File: config.mk
export PLATFORM = sky130hd
export DESIGN_NAME = mem_port_arbiter
export DESIGN_NICKNAME = d
export VERILOG_FILES = /design/src/rtl/mem_port_arbiter.sv
export SDC_FILE = /design/constraint.sdc
export NUM_CORES = 1
export LEC_CHECK = 0
export CAP_MARGIN = 10
export CORE_AREA = 3 3 288 290
export DETAILED_ROUTE_END_ITERATION = 10
export DIE_AREA = 0 0 291 293
export PLACE_DENSITY = 0.45
export SYNTH_ARGS = -nofsm -noshare
export SYNTH_HDL_FRONTEND = slang
export SYNTH_SLANG_ARGS = --single-unit
File: constraint.sdc
create_clock -name clk -period 3.2 [get_ports clk]
set_input_delay 0.8 -clock clk [delete_from_list [all_inputs] [get_ports clk]]
set_output_delay 0.8 -clock clk [all_outputs]
set_load 0.03 [all_outputs]
File: src/rtl/mem_port_arbiter.sv
// -----------------------------------------------------------------------------
// mem_port_arbiter
//
// Shares one line-granular memory port between the read-only I-cache and the
// read/write D-cache. A request seen in IDLE is arbitrated, the winning
// transaction is latched into registers that drive the memory port, and the
// memory's completion is routed back to the owner only. A watchdog flags a
// transaction that never completes.
//
// Ports
//   clk, proc_reset           clock and synchronous active-high reset
//   ic_mem_read/addr          I-cache line read request (held until ready)
//   ic_mem_rdata/ready        I-cache read line and one-cycle completion
//   dc_mem_read/write/addr    D-cache request (held until ready)
//   dc_mem_wdata              D-cache write-back line
//   dc_mem_rdata/ready        D-cache read line and one-cycle completion
//   mem_read/write/addr/wdata registered memory request
//   mem_rdata/ready           memory read line and completion pulse
//   err_timeout               sticky watchdog flag
// -----------------------------------------------------------------------------
module mem_port_arbiter #(
    parameter int ADDR_W  = 28,
    parameter int LINE_W  = 128,
    parameter int RR_EN   = 1,
    parameter int TIMEOUT = 1023
) (
    input  logic              clk,
    input  logic              proc_reset,
    input  logic              ic_mem_read,
    input  logic [ADDR_W-1:0] ic_mem_addr,
    output logic [LINE_W-1:0] ic_mem_rdata,
    output logic              ic_mem_ready,
    input  logic              dc_mem_read,
    input  logic              dc_mem_write,
    input  logic [ADDR_W-1:0] dc_mem_addr,
    input  logic [LINE_W-1:0] dc_mem_wdata,
    output logic [LINE_W-1:0] dc_mem_rdata,
    output logic              dc_mem_ready,
    output logic              mem_read,
    output logic              mem_write,
    output logic [ADDR_W-1:0] mem_addr,
    output logic [LINE_W-1:0] mem_wdata,
    input  logic [LINE_W-1:0] mem_rdata,
    input  logic              mem_ready,
    output logic              err_timeout
);

    localparam logic [1:0] ST_IDLE    = 2'd0;
    localparam logic [1:0] ST_IC_BUSY = 2'd1;
    localparam logic [1:0] ST_DC_BUSY = 2'd2;

    localparam logic GRANT_IC = 1'b0;
    localparam logic GRANT_DC = 1'b1;

    logic [1:0]        state_reg, state_next;
    logic              last_grant_reg, last_grant_next;
    logic              mem_read_reg, mem_read_next;
    logic              mem_write_reg, mem_write_next;
    logic [ADDR_W-1:0] mem_addr_reg, mem_addr_next;
    logic [LINE_W-1:0] mem_wdata_reg, mem_wdata_next;

    logic ic_req;
    logic dc_req;
    logic grant_dc;

    assign ic_req = ic_mem_read;
    assign dc_req = dc_mem_read | dc_mem_write;

    // On a tie, round-robin hands the port to whoever did not win last time;
    // otherwise the D-cache always wins.
    always_comb begin
        if (ic_req && dc_req) begin
            grant_dc = (RR_EN != 0) ? (last_grant_reg == GRANT_IC) : 1'b1;
        end else begin
            grant_dc = dc_req;
        end
    end

    always_comb begin
        state_next      = state_reg;
        last_grant_next = last_grant_reg;
        mem_read_next   = mem_read_reg;
        mem_write_next  = mem_write_reg;
        mem_addr_next   = mem_addr_reg;
        mem_wdata_next  = mem_wdata_reg;
        case (state_reg)
            ST_IDLE: begin
                if (ic_req || dc_req) begin
                    last_grant_next = grant_dc;
                    if (grant_dc) begin
                        // read+write together is a write-back
                        mem_write_next = dc_mem_write;
                        mem_read_next  = ~dc_mem_write;
                        mem_addr_next  = dc_mem_addr;
                        mem_wdata_next = dc_mem_wdata;
                        state_next     = ST_DC_BUSY;
                    end else begin
                        mem_write_next = 1'b0;
                        mem_read_next  = 1'b1;
                        mem_addr_next  = ic_mem_addr;
                        state_next     = ST_IC_BUSY;
                    end
                end
            end
            ST_IC_BUSY, ST_DC_BUSY: begin
                // Returning to IDLE guarantees one idle cycle, so a requester
                // that dropped its request on ready is never served twice.
                if (mem_ready) begin
                    mem_read_next  = 1'b0;
                    mem_write_next = 1'b0;
                    state_next     = ST_IDLE;
                end
            end
            default: begin
                mem_read_next  = 1'b0;
                mem_write_next = 1'b0;
                state_next     = ST_IDLE;
            end
        endcase
    end

    always_ff @(posedge clk) begin
        if (proc_reset) begin
            state_reg      <= ST_IDLE;
            last_grant_reg <= GRANT_IC;
            mem_read_reg   <= 1'b0;
            mem_write_reg  <= 1'b0;
            mem_addr_reg   <= '0;
            mem_wdata_reg  <= '0;
        end else begin
            state_reg      <= state_next;
            last_grant_reg <= last_grant_next;
            mem_read_reg   <= mem_read_next;
            mem_write_reg  <= mem_write_next;
            mem_addr_reg   <= mem_addr_next;
            mem_wdata_reg  <= mem_wdata_next;
        end
    end

    assign mem_read     = mem_read_reg;
    assign mem_write    = mem_write_reg;
    assign mem_addr     = mem_addr_reg;
    assign mem_wdata    = mem_wdata_reg;
    assign ic_mem_rdata = mem_rdata;
    assign dc_mem_rdata = mem_rdata;
    // mem_ready outside a BUSY state is dropped here.
    assign ic_mem_ready = mem_ready && (state_reg == ST_IC_BUSY);
    assign dc_mem_ready = mem_ready && (state_reg == ST_DC_BUSY);

    // Watchdog: counts BUSY cycles without completion. The flag rises on the
    // edge where the count reaches TIMEOUT; the count then saturates and the
    // transaction keeps waiting.
    generate
        if (TIMEOUT > 0) begin : g_wd
            localparam int              WD_W   = $clog2(TIMEOUT + 1);
            localparam logic [WD_W-1:0] WD_MAX = WD_W'(TIMEOUT);

            logic [WD_W-1:0] wd_cnt_reg, wd_cnt_next;
            logic            err_timeout_reg, err_timeout_next;

            always_comb begin
                wd_cnt_next      = wd_cnt_reg;
                err_timeout_next = err_timeout_reg;
                if (state_reg == ST_IDLE) begin
                    wd_cnt_next = '0;
                end else if (!mem_ready && (wd_cnt_reg != WD_MAX)) begin
                    wd_cnt_next = wd_cnt_reg + 1'b1;
                    if (wd_cnt_reg == (WD_MAX - 1'b1)) begin
                        err_timeout_next = 1'b1;
                    end
                end
            end

            always_ff @(posedge clk) begin
                if (proc_reset) begin
                    wd_cnt_reg      <= '0;
                    err_timeout_reg <= 1'b0;
                end else begin
                    wd_cnt_reg      <= wd_cnt_next;
                    err_timeout_reg <= err_timeout_next;
                end
            end

            assign err_timeout = err_timeout_reg;
        end else begin : g_no_wd
            assign err_timeout = 1'b0;
        end
    endgenerate

endmodule
==> impl_metrics.tcl <==
set metrics [dict create \
    synth.most_common_cell "buf_4" \
    grt_max_degree 96 \
    crit_end "ic_mem_ready" \
    rsz0062_at_grt "no" \
    end_kind "output port" \
    grt_pass1_wl_um 49300 \
    critPathLaunch "mem_ready" \
    drive_above_1_share_pct 4.69 \
    worstSkewPairLatency_ns 0.49 \
    startpoint_type "primary input" \
    setup_viol 0 \
    dpl.hpwl_um 23400 \
    synth_nets 1429 \
    hold_class "flip-flop to flip-flop" \
    finalPower_mw 7.25 \
    die_h_um 293 \
    pin_count 735 \
    grt_overflow 0 \
    n_antenna_cell 0 \
    avgSynthCellArea_um2 8.01 \
    largest_reg_flops 128 \
    syn_to_final_growth_pct 37.9 \
    first_global_vias 7663 \
    first_pass_iters 5 \
    status "complete, no violations" \
    initial_core_util_pct 11.0 \
    wire_per_inst_um 15.1 \
    port_buffers 350 \
    yosys-top-cells-area "dfxtp_1 (39%), buf_4 (22%), a21oi_1 (7.7%), o21ai_0 (7.5%), nand3_1 (7.5%)" \
    seq_power_share_pct 35.3 \
    worst_pin_slew_ns 0.873 \
    root_buffer "clkbuf_16" \
    std_cell_rows 104 \
    yosys_register_bits 172 \
    antenna_found_initial 4 \
    die_w_um 291 \
    maxCapViolations 0 \
    min_from "mem_wdata[5]$_SDFFE_PP0P_" \
    syn_area_mm2 0.00886 \
    power_switching_mw 2.73 \
    synth_edf_count 0 \
    fin_crit_sh_pct 78.2 \
    ys.flop_type "dfxtp_1" \
    synth_warnings 0 \
    comb_power_share_pct 33.5 \
    max_freq_ghz 0.400 \
    peakVddDrop_v 0.000327 \
    numCtsBuffers 17 \
    period_needed_ns 2.50 \
    synth_top_cell_area_share_pct 38.9 \
    cts_tree "yes" \
    dieArea_mm2 0.0853 \
    drc 0 \
    pwr_density_cell_mw_per_mm2 593 \
    swShare_pct 37.6 \
    post-cts-setup-buffers 0 \
    r2r_cells 6 \
    slew_headroom_pct 41.8 \
    synth.distinct_cells 46 \
    yosys.area.top_type "dfxtp_1" \
    dr_total_vias 7794 \
    skew_ns 0.0252 \
    ctsResizeCount 0 \
    r2r_start "state_reg[0]$_SDFFE_PP0P_" \
    htreeDepth 4 \
    clockPowerShare_pct 31.2 \
    cts_max_path_buffers 2 \
    path_class "primary input to output port" \
    final_core_util_pct 15.2 \
    hold_depth 2 \
    r2r-end "mem_wdata[31]$_SDFFE_PP0P_" \
    seq_area_frac_synth_pct 38.9 \
    slew_viol_final 0 \
    routed_via_density 3.52 \
    fin_tns_setup_ns 0 \
    critPathArrivalTime_ns 1.70 \
    p_leak_nw 4.05 \
    totalWireLength_um 33400 \
    cp.required_ns 2.40 \
    grtUsageTotal_pct 7.61 \
    ys_async_sr_fraction_pct 0 \
    clkTransAtPathRegs_ns 0.08 \
    crit_path_max_fanout 3 \
    synth_cells 1106 \
    nets 1462 \
    finalHoldViolCount 0 \
    drt_iter0_drc 463 \
    synth_common_cells "buf_4 (265), dfxtp_1 (172), a21oi_1 (136)" \
    gp_congestion 0.721 \
    rrSetupSlack_ns 1.12 \
    internal_power_mw 4.52 \
    core_mm2 0.0805 \
    final_antenna_net_count 0 \
    clock_sinks 172 \
    ctsHoldBuffers 0 \
]
## through the flow
step,cells,hold WS (ns),setup slack (ns),cell area [um2]
finish,2212,0.476,0.697,12200
global route,2212,0.493,0.650,12200
CTS,2212,0.478,0.667,12200
detailed placement,2180,0.466,0.676,11600
global placement,2180,0.458,0.665,11600
floorplan,1106,0.457,1.05,8860
## area by class of cell
| type | count | area [um2] |
|---|---|---|
| Clock buffer | 17 | 425 |
| Sequential cell | 172 | 3440 |
| Fill cell | 9103 | 68300 |
| Timing Repair Buffer | 364 | 3730 |
| Clock inverter | 15 | 189 |
| Tap cell | 1060 | 1330 |
| Inverter | 5 | 21.3 |
| Multi-Input combinational cell | 579 | 3090 |
## layout by cell type, fill, tap and decap left out, types with 2 or more instances in the layout
master / instances
and2_1: 2
inv_6: 2
nor2b_1: 3
clkbuf_16: 17
and4_1: 2
clkinv_8: 3
and3_1: 2
nand2b_1: 3
nor4b_1: 2
nand3_1: 132
a31oi_1: 4
nand2_1: 65
ha_1: 4
o21ai_0: 133
clkinv_4: 2
a21oi_1: 136
or4_1: 2
or3_1: 2
inv_8: 6
buf_4: 6
a2111oi_0: 2
nor2_1: 30
nor4_1: 2
inv_1: 4
clkdlybuf4s50_1: 347
dfxtp_1: 172
buf_12: 10
a211oi_1: 2
nand4_1: 3
a311oi_1: 29
## power by group through the flow
| stage | clock network, mW | registers [mW] | logic, mW |
|---|---|---|---|
| floorplan | 0 | 3.11 | 1.40 |
| finish | 2.26 | 2.56 | 2.43 |
| global placement | 0 | 2.60 | 2.45 |
| global route | 2.49 | 2.60 | 2.61 |
| detailed placement | 0 | 2.61 | 2.46 |
| CTS | 2.41 | 2.57 | 2.47 |
## worst min-delay path by stage
stage,slack [ns],endpoint
after global placement,0.46,err_timeout$_SDFFE_PP0P_
after detailed placement,0.47,mem_wdata[29]$_SDFFE_PP0P_
after CTS,0.48,mem_wdata[29]$_SDFFE_PP0P_
after floorplan,0.46,g_wd.wd_cnt_reg[4]$_SDFFE_PP0P_
final,0.48,mem_wdata[5]$_SDFFE_PP0P_
after global routing,0.49,mem_wdata[25]$_SDFFE_PP0P_
## layer usage
| layer | share of wire (%) | vias up | global-route usage (%) |
|---|---|---|---|
| li1 | - | 3637 | - |
| met1 | 38 | 3616 | 8.46 |
| met2 | 46 | 416 | 11.6 |
| met3 | 10 | 121 | 3.37 |
| met4 | 5.6 | 4 | 5.31 |
| met5 | 0.063 | - | 0.277 |
## cells by family after synthesis
kind of cell | synth area share [%]
adder cells (fa/ha/maj) | 0.706
AO/OA/AOI/OAI | 19.8
AND/OR/NAND/NOR | 13.8
buffers and inverters | 26.7
multiplexers | 0.113
flip-flops | 38.9
## worst max-delay path, stage by stage
cell and delay [ns]:
clkdlybuf4s50_1 0.53, and2_1 0.22, buf_12 0.14
(Power assumes the default switching activity.)
